File: config.mk
export PLATFORM = sky130hd
export DESIGN_NAME = score_read_sequencer
export DESIGN_NICKNAME = d
export VERILOG_FILES = /design/src/rtl/score_read_sequencer.sv
export SDC_FILE = /design/constraint.sdc
export NUM_CORES = 1
export LEC_CHECK = 0
export BUFFER_PORTS_ARGS = -buffer_cell sky130_fd_sc_hd__buf_2
export CAP_MARGIN = 10
export CORE_MARGIN = 10
export CORE_UTILIZATION = 61
export DETAILED_ROUTE_END_ITERATION = 16
export PLACE_DENSITY_LB_ADDON = 0.12
export SLEW_MARGIN = 20
export SYNTH_ARGS = -nofsm -noshare
export SYNTH_HDL_FRONTEND = slang
export SYNTH_SLANG_ARGS = --single-unit
File: constraint.sdc
create_clock -name clk -period 5.6 [get_ports clk]
set_clock_uncertainty 0.15 [all_clocks]
set_input_delay 1.12 -clock clk [delete_from_list [all_inputs] [get_ports clk]]
set_output_delay 1.12 -clock clk [all_outputs]
set_load 0.05 [all_outputs]
File: src/rtl/score_read_sequencer.sv
// score_read_sequencer: walks the NW score matrix row-major, issuing diag/left/up
// RAM reads per cell and aligning en_read/count to the returning read data.
module score_read_sequencer #(
    parameter int N      = 8,
    parameter int M      = 8,
    parameter int ADDR_W = 7,
    parameter int RD_LAT = 1
) (
    input  logic                     clk,
    input  logic                     rst,
    input  logic                     start,
    input  logic                     cell_done,
    output logic                     ram_re,
    output logic [ADDR_W-1:0]        ram_addr,
    output logic                     en_read,
    output logic [1:0]               count,
    output logic [$clog2(N+1)-1:0]   row_i,
    output logic [$clog2(M+1)-1:0]   col_j,
    output logic                     busy,
    output logic                     done
);
    localparam int RW = $clog2(N+1);
    localparam int CW = $clog2(M+1);
    localparam logic [ADDR_W-1:0] STRIDE = ADDR_W'(M+1);

    typedef enum logic [1:0] {IDLE, ISSUE, WAIT, FIN} state_t;

    state_t             state, state_n;
    logic [1:0]         k, k_n;
    logic [RW-1:0]      i_n;
    logic [CW-1:0]      j_n;
    logic [ADDR_W-1:0]  base, base_n, addr_n;
    logic [RD_LAT-1:0]  vld;
    logic [1:0]         cnt [RD_LAT];
    logic               accept, last, wrap;

    assign ram_re  = state == ISSUE;
    assign busy    = state != IDLE;
    assign done    = state == FIN;
    assign en_read = vld[RD_LAT-1];
    assign count   = cnt[RD_LAT-1];

    always_comb begin
        accept = state == WAIT && cell_done && vld == '0;
        last   = row_i == RW'(N) && col_j == CW'(M);
        wrap   = col_j == CW'(M);
        state_n = state;
        k_n     = k;
        i_n     = row_i;
        j_n     = col_j;
        base_n  = base;
        case (state)
            IDLE:  state_n = start ? ISSUE : IDLE;
            ISSUE: begin
                k_n     = k == 2'd2 ? 2'd0 : k + 2'd1;
                state_n = k == 2'd2 ? WAIT : ISSUE;
            end
            WAIT: if (accept) begin
                state_n = last ? FIN : ISSUE;
                j_n     = last ? col_j : wrap ? CW'(1) : col_j + CW'(1);
                i_n     = !last && wrap ? row_i + RW'(1) : row_i;
                base_n  = !last && wrap ? base + STRIDE : base;
            end
            FIN: begin
                state_n = IDLE;
                i_n     = RW'(1);
                j_n     = CW'(1);
                base_n  = STRIDE;
            end
            default: state_n = IDLE;
        endcase
        // base holds i*(M+1); diag/left/up are fixed offsets from base+j
        addr_n = base_n + ADDR_W'(j_n) - (k_n == 2'd0 ? STRIDE + ADDR_W'(1) : k_n == 2'd1 ? ADDR_W'(1) : STRIDE);
    end

    always_ff @(posedge clk) begin
        if (rst) begin
            state    <= IDLE;
            k        <= 2'd0;
            row_i    <= RW'(1);
            col_j    <= CW'(1);
            base     <= STRIDE;
            ram_addr <= '0;
            vld      <= '0;
            for (int s = 0; s < RD_LAT; s++) cnt[s] <= 2'd0;
        end else begin
            state  <= state_n;
            k      <= k_n;
            row_i  <= i_n;
            col_j  <= j_n;
            base   <= base_n;
            if (state_n == ISSUE) ram_addr <= addr_n;
            vld[0] <= ram_re;
            cnt[0] <= ram_re ? k : 2'd0;
            for (int s = 1; s < RD_LAT; s++) begin
                vld[s] <= vld[s-1];
                cnt[s] <= cnt[s-1];
            end
        end
    end
endmodule

### Word-level counts from Yosys, hierarchy flattened

Memories as Yosys holds them, arrays and structs flattened.
Index checks and enable logic that the tools add are counted.

* bitwise operators: 1
* multiplexer cells: 25
* $add $sub $neg: 6
* reduce and logical (&&, ||, !) cells: 11
* eq/ne operators: 10

Operator list (count)
* $mux 4: 7
* $pmux 4 s2: 2
* $mux 2: 7
* $mux 7: 2
* $pmux 7 s2: 1
* $add 4x1->4 const B: 2
* $eq 4x4->1 const B: 2
* $pmux 2 s4: 1
* $add 7x4->7: 1
* $add 7x4->7 const B: 1
* $sub 7x4->7: 1
* $eq 2x1->1 const B: 3
* $eq 2x2->1 const B: 3
* $mux 1: 5
* $logic_and 1x1->1: 4
* $logic_not 2->1: 2
* $reduce_bool 2->1: 2
* $reduce_and 3->1: 1
* $add 2x1->2 const B: 1
* $ne 2x1->1 const B: 1
* $ne 2x2->1 const B: 1
* $reduce_or 2->1: 1
* $logic_not 1->1: 1
* $not 1->1: 1

* bits of input ports: 4
* memories: 1
* output and inout port bits: 21
* word-level logic and storage cells: 61
* register bits: 27
* RAM bits: 2

Memories
* cnt: words 1, width 2, read ports 1, clocked after memory_dff 0, write ports 1, line 34 `logic [1:0] cnt [RD_LAT];`

### Depth between registers and ports, before layout

* depth in word-level cells: 9
* gate-level depth with buffers: 17
* gate-level depth less buffers: 17

### Least setup slack after synthesis

OpenSTA, ideal clock, no wires.

* path kind: input to register
* start: input cell_done
* end: register ram_addr[6]
* arrival: 3.766 ns
* data required time: 5.375 ns
* path slack: 1.609 ns
* buffers on the path: 2
* library setup time: 0.075 ns
* cell stages on the path: 13
* cells stage by stage: and4bb_1 buf_6 and3_2 clkbuf_1 a21oi_1 fa_1 fa_1 nor2b_1 nor3_1 o21bai_1 a21oi_1 xor3_1 o22ai_1

* cells in the longest elaborated chain, start to end: 6
* elaborated cells on any way between the ends: 11
* those cells by class: 2 x add/sub; 1 x eq/ne; 6 x mux; 2 x reduce/logical

RTL lines
* start: declaration: line 12 `input logic cell_done,`
* $logic_and 1x1->1 * (2 in a row): line 44 `accept = state == WAIT && cell_done && vld == '0;`
* $mux 7 or $mux 4 (tied branches): line 58 `WAIT: if (accept) begin`
* $pmux 7 s2 or $pmux 4 s2 (tied branches): line 52 `case (state)`
* $add 7x4->7: line 73 `addr_n = base_n + ADDR_W'(j_n) - (k_n == 2'd0 ? STRIDE + ADDR_W'(1) : k_n == 2'd1 ? ADDR_W'(1) : STRIDE);`
* $sub 7x4->7: line 73
* end signal: assignment: line 92 `if (state_n == ISSUE) ram_addr <= addr_n;`
* end: declaration: line 14 `output logic [ADDR_W-1:0] ram_addr,`

Every way passes the cells marked *; elsewhere a longest branch is shown, timed or not.
A chain may end at the register's enable or synchronous reset.

### Final worst setup path

Ends and elaborated chain as after synthesis.

==> results.sh <==
export IMPL_status="completed"
export IMPL_cts_root_buffer="clkbuf_4"
export IMPL_fin_crit_ns=4.16
export IMPL_tns_ns=0
export IMPL_cts_tree="done"
export IMPL_fp_dieW_um=72.9
export IMPL_power_leakage_nw=0.902
export IMPL_rows=19
export IMPL_max_slew_margin_rel_pct=67.5
export IMPL_final_common_cell="dfxtp_1"
export IMPL_drt_iter0_markers=103
export IMPL_worstMarginPinSlew_ns=0.488
export IMPL_yosys_warnings=0
export IMPL_async_flop_share_pct=0
export IMPL_diodes=0
export IMPL_crit_path_max_fanout=9
export IMPL_fin_cells=257
export IMPL_grt_ovfl_total=0
export IMPL_synth_seq_area_share_pct=34.0
export IMPL_antenna_found_initial=0
export IMPL_syn_nets=220
export IMPL_nets=245
export IMPL_cts_setup_buffers=0
export IMPL_die_h_um=72.9
export IMPL_grt_pass1_wl_um=6330
export IMPL_multi_input_area_um2=1010
export IMPL_end_kind="flop"
export IMPL_htree_levels=2
export IMPL_vias=1448
export IMPL_final_cell_mix="dfxtp_1, nor2_1, buf_2, inv_1, a21oi_1"
export IMPL_routed_wl_um=3700
export IMPL_netlist_area_um2=1710
export IMPL_required_ns=5.71
export IMPL_holdBufCountCts=0
export IMPL_layout_drive_gt1_share_pct=17.3
export IMPL_postSynthAreaPerCell_um2=8.55
export IMPL_cts_clk_slew_worst_paths_ns=0.09
export IMPL_regToRegSetupSlack_ns=1.78
export IMPL_hold_class="flop to flop"
export IMPL_synth_cell_types=46
export IMPL_worstSkewPairLatency_ns=0.33
export IMPL_grtUsageTotal_pct=14.8
export IMPL_io_pins=25
export IMPL_worst_setup_path_type="primary input to flop"
export IMPL_cts_sinks=29
export IMPL_seq_area_um2=581
export IMPL_gp_congestion=0.893
export IMPL_hold_viol_final=0
export IMPL_drc=0
export IMPL_drt_pass1_iterations=4
export IMPL_ys_flop_type="dfxtp_1"
export IMPL_start_util_pct=63.1
export IMPL_areaGrowthSynthToFinish_pct=10.0
export IMPL_first_global_vias=1410
export IMPL_holdWs_ns=0.344
export IMPL_cts_buffers=5
export IMPL_powerDensity_nw_per_um2=247
export IMPL_synth_seq_cells=29
export IMPL_ir_drop_mv=0.222
export IMPL_clock_fmax_ghz=0.240
export IMPL_placed_cells=249
export IMPL_setup_viol=0
export IMPL_synthCells=200
export IMPL_coreArea_um2=2710
export IMPL_die_area_um2=5320
export IMPL_wire_per_inst_um=14.4
export IMPL_rsz0062_at_grt="no"
export IMPL_nFillCells=222
export IMPL_final_period_utilization_pct=74.3
export IMPL_dp_hpwl_um=2860
export IMPL_drv_max_cap_violation_count=0
export IMPL_startpoint_type="primary input"
export IMPL_arrival_ns=4.27
export IMPL_cts_buffer_depth=2
export IMPL_ant_nets=0
export IMPL_port_buffers=24
export IMPL_drt_vias_per_instance=5.63
export IMPL_grt_max_degree=26
export IMPL_final_max_slew_viol_count=0
export IMPL_synth_edf_count=0
export IMPL_cts_resized_gates=0
-- registers in the layout (all words and copies together) (netlist names) --
name      count
base          7
ram_addr      7
col_j         4
row_i         4
cnt           2
k             2
state         2
en_read       1
-- power breakdown --
part,internal (W),switching (W),total (W)
clock,0.0000477,0.0000719,0.000120
combinational,0.0000422,0.0000795,0.000122
sequential,0.000216,0.00000713,0.000224
total,0.000306,0.000158,0.000465
-- metrics by stage --
step	setup WS [ns]	utilization (%)	power (W)	cell area (µm²)
2_1_floorplan	1.61	-	0.000325	1710
3_3_place_gp	1.28	67.5	0.000346	1830
3_5_place_dp	1.16	67.5	0.000350	1830
4_1_cts	1.51	69.4	0.000470	1880
5_1_grt	1.26	69.4	0.000495	1880
6_report	1.44	69.4	0.000465	1880
-- kinds of logic (layout without fill, tap and decap cells) --
family                     after synthesis  after routing  synth area share [%]
AOI/OAI and AO/OA                       38             38                  13.6
xor gates and xnor gates                11             11                  6.52
DFF                                     29             29                  34.0
muxes                                    5              5                  2.93
buffers and inverters                   28             54                  7.10
adders and majority gates               16             16                  13.0
and+or+nand+nor                         73             73                  22.8
-- metal layers --
metal | GRT usage (%) | vias up | share of wire (%)
li1 | - | 723 | -
met1 | 16.1 | 686 | 43
met2 | 25.0 | 33 | 50
met3 | 5.71 | 6 | 6.1
met4 | 6.54 | 0 | 1.5
met5 | 0 | - | 0
-- critical path: stages --
cell and delay [ns]:
buf_2 0.08, and4bb_1 0.40, nand3_4 0.19, a31oi_1 0.22
xor2_1 0.19, nor2_1 0.08, fa_1 0.53, inv_1 0.04
ha_1 0.32, o21ai_0 0.29, o21bai_1 0.12, a21oi_1 0.20
xor3_1 0.32, o22ai_1 0.15
-- Yosys cell counts (2+ instances only) --
master | number | share of area, %
nand2b_1 | 6 | 2.2
buf_6 | 2 | 1.3
a31oi_1 | 4 | 1.5
o21bai_1 | 2 | 0.88
xor2_1 | 3 | 1.5
nor2_1 | 26 | 5.7
clkbuf_1 | 2 | 0.44
mux2i_1 | 5 | 2.9
ha_1 | 13 | 9.5
nand2_1 | 12 | 2.6
xnor2_1 | 7 | 3.6
a21oi_1 | 15 | 4.4
nor3_1 | 4 | 1.2
nand3b_1 | 5 | 2.2
nor2b_1 | 2 | 0.73
and2_1 | 3 | 1.1
inv_1 | 22 | 4.8
nand3_1 | 2 | 0.59
dfxtp_1 | 29 | 34
fa_1 | 3 | 3.5
o21ai_0 | 6 | 1.8
and3_2 | 2 | 0.88
a22oi_1 | 2 | 0.88
-- worst paths after layout --
path / end / from / cells past startpoint
setup reg to reg: ram_addr[6] / state[1] / 13
hold / removal: ram_addr[3] / ram_addr[3] / 2
setup / recovery: ram_addr[6] / cell_done / 14
hold reg to reg: ram_addr[3] / ram_addr[3] / 2
-- final cells by class --
type                    instances  share of cell area, %
multi-input cells             143                   53.6
flip-flops and latches         29                   30.9
repair buffers                 24                   6.39
inverters                      22                   4.39
clock buffers                   6                   2.20
well taps                      31                   2.06
clock inverters                 2                  0.532
Note: power is estimated with default switching activity, not from simulation.
